`src/rtl/ahb_mbox_mnt.sv`:
```
// Passive AHB-Lite write monitor for a test mailbox window.
// Decodes console characters into a small FIFO, counts pass/fail marks and
// captures a GPR dump area that can be read back by index.
module ahb_mbox_mnt #(
    parameter int          ADDR_W      = 32,
    parameter int          DATA_W      = 32,
    parameter logic [31:0] MBOX_BASE   = 32'h20007c50,
    parameter logic [31:0] GPR_OFS     = 32'h10,
    parameter int          GPR_NUM     = 16,
    parameter logic [31:0] FAIL_CODE   = 32'h1001,
    parameter logic [31:0] PASS_CODE   = 32'h2002,
    parameter int          MARK_REPEAT = 2,
    parameter int          CON_DEPTH   = 16
) (
    input  logic              sysclk,
    input  logic              sysrst,
    input  logic [1:0]        ahb_htrans,
    input  logic              ahb_hready,
    input  logic              ahb_hwrite,
    input  logic [ADDR_W-1:0] ahb_haddr,
    input  logic [DATA_W-1:0] ahb_hwdata,
    output logic              con_valid,
    output logic [7:0]        con_data,
    input  logic              con_ready,
    output logic              con_ovfl,
    output logic              test_pass,
    output logic              test_fail,
    output logic              gpr_done,
    input  logic [4:0]        gpr_rd_idx,
    output logic [31:0]       gpr_rd_data,
    output logic [15:0]       wr_cnt
);
    localparam int              WA_W      = ADDR_W - 2;
    localparam int              PTR_W     = $clog2(CON_DEPTH);
    localparam logic [ADDR_W-1:0] MBOX_ADDR = ADDR_W'(MBOX_BASE);
    localparam logic [ADDR_W-1:0] GPR_ADDR  = ADDR_W'(MBOX_BASE + GPR_OFS);
    localparam logic [WA_W-1:0] MBOX_WA   = MBOX_ADDR[ADDR_W-1:2];
    localparam logic [WA_W-1:0] GPR_WA    = GPR_ADDR[ADDR_W-1:2];
    localparam logic [3:0]      MARK_LAST = 4'(MARK_REPEAT - 1);
    localparam logic [PTR_W:0]  CON_FULL  = (PTR_W + 1)'(CON_DEPTH);

    // Byte lanes within a word play no part in the decode.
    logic unused_addr_lsb;
    assign unused_addr_lsb = ^ahb_haddr[1:0];

    // Pending address phase (word address only).
    logic            ap_valid_reg;
    logic [WA_W-1:0] ap_waddr_reg;
    logic            addr_accept;
    assign addr_accept = ahb_hwrite && (ahb_htrans == 2'b10 || ahb_htrans == 2'b11);

    // Capture each address phase completed by HREADY; wait states hold it.
    always_ff @(posedge sysclk or posedge sysrst) begin
        if (sysrst) begin
            ap_valid_reg <= 1'b0;
            ap_waddr_reg <= '0;
        end else if (ahb_hready) begin
            ap_valid_reg <= addr_accept;
            ap_waddr_reg <= ahb_haddr[ADDR_W-1:2];
        end
    end

    // Data-phase decode.
    logic            data_smp, mbox_hit, gpr_hit, is_fail, is_pass;
    logic            fail_mark, pass_mark, con_push_req, flag_any;
    logic [WA_W-1:0] gpr_wofs;
    logic [4:0]      gpr_idx;

    // Classify the write whose data is on the bus this cycle.
    always_comb begin
        data_smp     = ahb_hready && ap_valid_reg;
        gpr_wofs     = ap_waddr_reg - GPR_WA;
        gpr_idx      = gpr_wofs[4:0];
        mbox_hit     = data_smp && (ap_waddr_reg == MBOX_WA);
        gpr_hit      = data_smp && (gpr_wofs < WA_W'(GPR_NUM));
        is_fail      = (ahb_hwdata == DATA_W'(FAIL_CODE));
        is_pass      = (ahb_hwdata == DATA_W'(PASS_CODE));
        fail_mark    = mbox_hit && is_fail;
        pass_mark    = mbox_hit && is_pass;
        con_push_req = mbox_hit && !is_fail && !is_pass;
        flag_any     = test_pass || test_fail;
    end

    // Mark counters; whichever flag rises first freezes both counters.
    logic [3:0] fail_cnt_reg, pass_cnt_reg;
    always_ff @(posedge sysclk or posedge sysrst) begin
        if (sysrst) begin
            fail_cnt_reg <= '0;
            pass_cnt_reg <= '0;
            test_fail    <= 1'b0;
            test_pass    <= 1'b0;
        end else if (!flag_any) begin
            if (fail_mark && fail_cnt_reg != 4'hF) begin
                fail_cnt_reg <= fail_cnt_reg + 4'd1;
                if (fail_cnt_reg == MARK_LAST) test_fail <= 1'b1;
            end
            if (pass_mark && pass_cnt_reg != 4'hF) begin
                pass_cnt_reg <= pass_cnt_reg + 4'd1;
                if (pass_cnt_reg == MARK_LAST) test_pass <= 1'b1;
            end
        end
    end

    // Window write counter and sticky end-of-dump flag.
    always_ff @(posedge sysclk or posedge sysrst) begin
        if (sysrst) begin
            wr_cnt   <= '0;
            gpr_done <= 1'b0;
        end else begin
            if (mbox_hit || gpr_hit) wr_cnt <= wr_cnt + 16'd1;
            if (gpr_hit && gpr_idx == 5'(GPR_NUM - 1)) gpr_done <= 1'b1;
        end
    end

    // GPR slots, padded to the full 32-entry readback index space with zeros.
    logic [31:0] gpr_pad [32];
    for (genvar gi = 0; gi < 32; gi++) begin : g_gpr
        if (gi < GPR_NUM) begin : g_slot
            logic [31:0] slot_reg;
            // Capture this slot when its word address is written.
            always_ff @(posedge sysclk or posedge sysrst) begin
                if (sysrst) slot_reg <= '0;
                else if (gpr_hit && gpr_idx == 5'(gi)) slot_reg <= ahb_hwdata[31:0];
            end
            assign gpr_pad[gi] = slot_reg;
        end else begin : g_none
            assign gpr_pad[gi] = '0;
        end
    end
    assign gpr_rd_data = gpr_pad[gpr_rd_idx];

    // Console FIFO.
    logic [7:0]       con_mem [CON_DEPTH];
    logic [PTR_W-1:0] wr_ptr_reg, rd_ptr_reg, rd_ptr_next;
    logic [PTR_W:0]   cnt_reg, cnt_left, cnt_next;
    logic             con_pop, con_push, con_drop;

    // Pop/push arbitration: a pop in the same cycle frees room for a push on full.
    always_comb begin
        con_pop     = (cnt_reg != '0) && con_ready;
        con_push    = con_push_req && ((cnt_reg != CON_FULL) || con_pop);
        con_drop    = con_push_req && (cnt_reg == CON_FULL) && !con_pop;
        rd_ptr_next = rd_ptr_reg + PTR_W'(con_pop);
        cnt_left    = cnt_reg - (PTR_W + 1)'(con_pop);
        cnt_next    = cnt_left + (PTR_W + 1)'(con_push);
    end

    // Character storage, written without reset so it maps onto RAM.
    always_ff @(posedge sysclk) begin
        if (con_push) con_mem[wr_ptr_reg] <= ahb_hwdata[7:0];
    end

    // Pointers, fill level, registered head and sticky overflow.
    always_ff @(posedge sysclk or posedge sysrst) begin
        if (sysrst) begin
            wr_ptr_reg <= '0;
            rd_ptr_reg <= '0;
            cnt_reg    <= '0;
            con_data   <= '0;
            con_ovfl   <= 1'b0;
        end else begin
            wr_ptr_reg <= wr_ptr_reg + PTR_W'(con_push);
            rd_ptr_reg <= rd_ptr_next;
            cnt_reg    <= cnt_next;
            // When the FIFO drains to the incoming char, bypass it into the head.
            if (cnt_left == '0) con_data <= con_push ? ahb_hwdata[7:0] : 8'h00;
            else                con_data <= con_mem[rd_ptr_next];
            if (con_drop) con_ovfl <= 1'b1;
        end
    end

    assign con_valid = (cnt_reg != '0);

endmodule

```
`config.mk`:
```
export PLATFORM = sky130hd
export DESIGN_NAME = ahb_mbox_mnt
export DESIGN_NICKNAME = d
export VERILOG_FILES = /design/src/rtl/ahb_mbox_mnt.sv
export SDC_FILE = /design/constraint.sdc
export NUM_CORES = 1
export LEC_CHECK = 0
export BUFFER_PORTS_ARGS = -buffer_cell sky130_fd_sc_hd__buf_2
export CAP_MARGIN = 20
export CELL_PAD_IN_SITES_DETAIL_PLACEMENT = 1
export CELL_PAD_IN_SITES_GLOBAL_PLACEMENT = 2
export CORE_MARGIN = 1
export CORE_UTILIZATION = 42
export CTS_CLUSTER_SIZE = 24
export DETAILED_ROUTE_END_ITERATION = 8
export GPL_ROUTABILITY_DRIVEN = 0
export PLACE_DENSITY_LB_ADDON = 0.1
export SYNTH_ARGS = -nofsm -noshare
export SYNTH_HDL_FRONTEND = slang
export SYNTH_SLANG_ARGS = --single-unit
```
`constraint.sdc`:
```
create_clock -name sysclk -period 18.7 [get_ports sysclk]
set_input_delay 2.805 -clock sysclk [delete_from_list [all_inputs] [get_ports sysclk]]
set_output_delay 2.805 -clock sysclk [all_outputs]
set_load 0.01 [all_outputs]
```
==> After elaboration in Yosys (flattened, before gate mapping) <==
Memory sizes are Yosys's and may differ from the RTL's.
Index checks and enable logic that the tools add are counted.
{ "word_totals": {"output_inout_bits": 61, "in_bits": 76, "ram_bits": 128, "wordCells": 119, "n_memories": 1, "register_bits": 592} }
{ "memory_table": {"columns": ["memory", "depth", "word_bits", "read_ports", "rd_clocked_by_memory_dff", "wr", "line", "source"], "rows": [
  ["con_mem", 16, 8, 1, 0, 1, "133", "logic [7:0] con_mem [CON_DEPTH];"]
]} }
{ "op_classes": {"n_reduce_logical": 44, "order_cmp": 2, "bitwise": 2, "eq_ne": 26, "muxes": 7, "n_addsub": 8} }
{ "op_table": {"columns": ["op", "n"], "rows": [
  ["$bmux W32 S5", 1],
  ["$mux W32", 2],
  ["$eq A5 B4 Y1 const B", 8],
  ["$eq A32 B13 Y1 const B", 1],
  ["$eq A32 B14 Y1 const B", 1],
  ["$eq A30 B28 Y1 const B", 1],
  ["$logic_and A1 B1 Y1", 30],
  ["$lt A30 B5 Y1 const B", 1],
  ["$sub A30 B28 Y30 const B", 1],
  ["$eq A5 B3 Y1 const B", 4],
  ["$add A16 B1 Y16 const B", 1],
  ["$mux W8", 2],
  ["$eq A5 B2 Y1 const B", 2],
  ["$logic_not A5 Y1", 2],
  ["$add A4 B1 Y4", 2],
  ["$add A4 B1 Y4 const B", 2],
  ["$eq A4 B1 Y1 const B", 2],
  ["$ne A4 B4 Y1 const B", 2],
  ["$ge A6 B6 Y1 const B", 1],
  ["$not A5 Y6", 1],
  ["$reduce_and A3 Y1", 2],
  ["$add A5 B1 Y5", 1],
  ["$eq A5 B1 Y1 const B", 1],
  ["$eq A5 B5 Y1 const B", 1],
  ["other kinds (9)", 17]
]} }

==> Depth between registers and ports, before layout <==
{ "logic_depth": {"word_depth": 7, "mapped_depth": 12} }

==> Least setup slack after synthesis <==
No wires, ideal clock.
{ "synth_path": {"kind": "input to output", "start": "input port gpr_rd_idx[0]", "end": "output port gpr_rd_data[0]", "setup_slack_ps": 10847, "t_required_ps": 15895, "cell_stages": 5, "arrival_ps": 5048, "path_cell_list": "clkbuf_1 -> clkbuf_1 -> mux4_2 -> mux4_2 -> nor2b_1"} }
{ "synth_via": {"elab_chain_len": 4} }
{ "synth_rtl": {"columns": ["item", "line", "source"], "rows": [
  ["start, declared", "29", "input logic [4:0] gpr_rd_idx,"],
  ["$not A5 Y6 (not written as such)", "130", "assign gpr_rd_data = gpr_pad[gpr_rd_idx];"],
  ["$bmux W32 S5", "130", null],
  ["$mux W32 (not written as such) (2 in series)", "130", null],
  ["end, declared", "30", "output logic [31:0] gpr_rd_data,"]
]} }
No other way between the ends. The select of a mux whose other input is x is not followed.

==> Worst setup path in the final report <==
{ "layout_path": {"start": "input port gpr_rd_idx[1]", "end": "output port gpr_rd_data[13]"} }
The elaborated chain is that of the path after synthesis.

==> impl_metrics.env <==
export IMPL_cts_sinks=720
export IMPL_crit_fanout=54
export IMPL_antenna_found_initial=3
export IMPL_clk_latency_ps=630
export IMPL_cts_tree="yes"
export IMPL_clk_pin_slew_ps=60
export IMPL_finalNetCount=2126
export IMPL_synth_top_area_share=0.465
export IMPL_outcome="finished clean"
export IMPL_port_buffer_count=133
export IMPL_htree_levels=3
export IMPL_syn_area_per_cell_um2=16.6
export IMPL_fin_crit_sh=0.485
export IMPL_yosysUniqueCellTypes=57
export IMPL_crit_start="gpr_rd_idx[1]"
export IMPL_synth_edf_count=128
export IMPL_floorplan_initialDensity=0.427
export IMPL_coreArea_mm2=0.0747
export IMPL_postRouteAntennaNets=0
export IMPL_die_h_um=277
export IMPL_crit_slowest_cell="buf_4"
export IMPL_hold_buffers=0
export IMPL_max_slew_margin_rel=0.278
export IMPL_ys_seq_area_frac=0.586
export IMPL_route_detailed_drc=0
export IMPL_post_cts_setup_buffer_count=0
export IMPL_path_cells="buf_6 > buf_4 > buf_4 > mux4_2 > mux4_2 > nor2b_1 > buf_2"
export IMPL_cp_arrival_ps=6260
export IMPL_maxCapViolations=0
export IMPL_finalHoldViolations=0
export IMPL_fin_skew_ps=20.0
export IMPL_die_x_um=277
export IMPL_fin_crit_ps=9060
export IMPL_synth_warnings=0
export IMPL_synth_most_common_cell="dfrtp_1"
export IMPL_synthTopCellsByCount="dfrtp_1 (592), mux2_2 (532), mux4_2 (200), edfxtp_1 (128), clkbuf_1 (81)"
export IMPL_rsz0062_at_grt="no"
export IMPL_syn_num_nets=2013
export IMPL_cts_buffers=82
export IMPL_synth_ff_type="dfrtp_1"
export IMPL_ys_ff_latch=720
export IMPL_final_max_slew_viol_count=0
export IMPL_rows=100
export IMPL_syn_inst=1923
export IMPL_clockBufferDepth=3
export IMPL_syn_to_final_growth_pct=13.7
export IMPL_power_density_mw_per_mm2=101
export IMPL_grt_start_max_net_pins=181
export IMPL_yosys_area_top_type="dfrtp_1"
export IMPL_worstMarginPinSlew_ps=1080
export IMPL_ctsRootBufferMaster="clkbuf_16"
export IMPL_async_reset_ff_frac=0.822
export IMPL_max_freq_mhz=110
export IMPL_end_kind="output pin"
export IMPL_drtIter0Drc=935
export IMPL_grt_pass1_vias=19600
export IMPL_cts_resized=0
export IMPL_dp_slack_ps=9250
export IMPL_drt_wirelength_per_cell_um=26.2
export IMPL_synth_area_leaders="dfrtp_1 (46%), mux2_2 (19%), mux4_2 (14%)"
export IMPL_finalSetupViolCount=0
export IMPL_start_kind="input port"
export IMPL_regToRegStartpoint="ap_waddr_reg[3]"
export IMPL_largest_reg_flops=512
export IMPL_via_per_inst=5.69
export IMPL_grt_pass1_wl_um=127000
export IMPL_firstDrtPassIters=5
export IMPL_fin_ws_ps=9640
export IMPL_io_pins=137
export IMPL_dr_total_vias=17500
export IMPL_grt_ovfl_total=0
export IMPL_required_ps=15890
export IMPL_syn_area_mm2=0.0319
export IMPL_hpwl_um=43500
export IMPL_hold_path_class="flip-flop to flip-flop"
export IMPL_leakage_nw=16.6
export IMPL_die_area_mm2=0.0770
export IMPL_crit_type="input port to output pin"
export IMPL_wl_um=80400
export IMPL_drive_above_1_share=0.501
export IMPL_hold_path_startpoint="gpr_done"
export IMPL_grt_util_all_layers=0.218
export IMPL_irDropWorstVdd_mv=0.0909
export IMPL_fin_setup_tns_ps=0
export IMPL_cp_slowest_stage_delay_ps=840
-- where the power goes --
group,switching (mW),total (mW),leakage [nW],internal (mW)
logic,0.244,0.443,6.02,0.198
registers,0.0202,1.65,9.32,1.62
clock network,0.653,1.58,1.30,0.931
total,0.918,3.67,16.6,2.75
-- worst max-delay path, delay by kind of cell --
| family | cells | cell delay, ps |
|---|---|---|
| buf+inv | 4 | 2140 |
| simple gates | 1 | 190 |
| mux | 2 | 1060 |
-- cells in the final DEF (no fill, tap or decap), types with 3 or more instances in the layout --
master,n
nor3_1,12
and3_1,7
o21ai_0,8
nand2_2,9
and4_1,5
a21oi_1,4
ha_1,12
or2_2,3
nand2_1,30
buf_2,131
clkbuf_8,16
clkinv_2,11
clkbuf_16,84
mux2_1,7
mux4_2,200
edfxtp_1,128
clkinv_8,3
and2_1,9
nor2b_1,36
dfrtp_1,592
mux2_2,532
or4_1,3
bufinv_16,3
xor2_1,7
nor2_1,26
buf_4,34
nand4_1,22
clkbuf_1,27
nand2b_1,5
or3_1,3
nor3b_1,3
xnor2_1,25
inv_1,15
nand3_1,19
nor4_1,17
-- per-layer routing --
| metal | global-route usage | up-vias | share of wire |
|---|---|---|---|
| met4 | 0.0610 | 4 | 0.023 |
| li1 | - | 7502 | - |
| met2 | 0.363 | 267 | 0.50 |
| met5 | 0 | - | 0.00030 |
| met3 | 0.0358 | 129 | 0.032 |
| met1 | 0.297 | 9577 | 0.44 |
-- metrics by stage --
| step | util | cells | cell area [µm²] | power [mW] | hold slack (ps) |
|---|---|---|---|---|---|
| 3_3_place_gp | 0.449 | 2917 | 33500 | 2.12 | 446 |
| 6_report | 0.485 | 3072 | 36200 | 3.67 | 462 |
| 2_1_floorplan | - | 1923 | 31900 | 1.98 | 453 |
| 4_1_cts | 0.484 | 3067 | 36200 | 3.73 | 473 |
| 5_1_grt | 0.485 | 3071 | 36200 | 3.82 | 488 |
| 3_5_place_dp | 0.449 | 2917 | 33500 | 2.12 | 459 |
-- logic make-up after synthesis --
family	after synthesis	synth area share
flops	720	0.586
mux	741	0.332
compound gates	30	0.00664
buf+inv	159	0.0209
xor+xnor	32	0.00880
simple gates	227	0.0402
fa+ha+maj	14	0.00550
-- area by class of cell --
type	instances	area [µm²]
Clock buffer	126	2410
Fill cell	7086	38500
Tap cell	969	1210
Inverter	16	63.8
Antenna cell	1	2.50
Clock inverter	24	241
Sequential cell	720	18700
Multi-Input combinational cell	1044	12600
Timing Repair Buffer	172	1040
-- final timing paths --
kind / slack (ps) / endpoint / depth (start not counted)
worst min-delay path: 460 / gpr_done / 1
worst max register to register: 14230 / g_gpr[4].g_slot.slot_reg[8] / 9
worst max-delay path: 9640 / gpr_rd_data[13] / 7
worst min register to register: 460 / gpr_done / 1
min in group asynchronous: 2230 / rd_ptr_reg[3] / 2
max in group asynchronous: 14260 / g_gpr[14].g_slot.slot_reg[7] / 4
No activity file was read; power rests on OpenSTA's default activity.
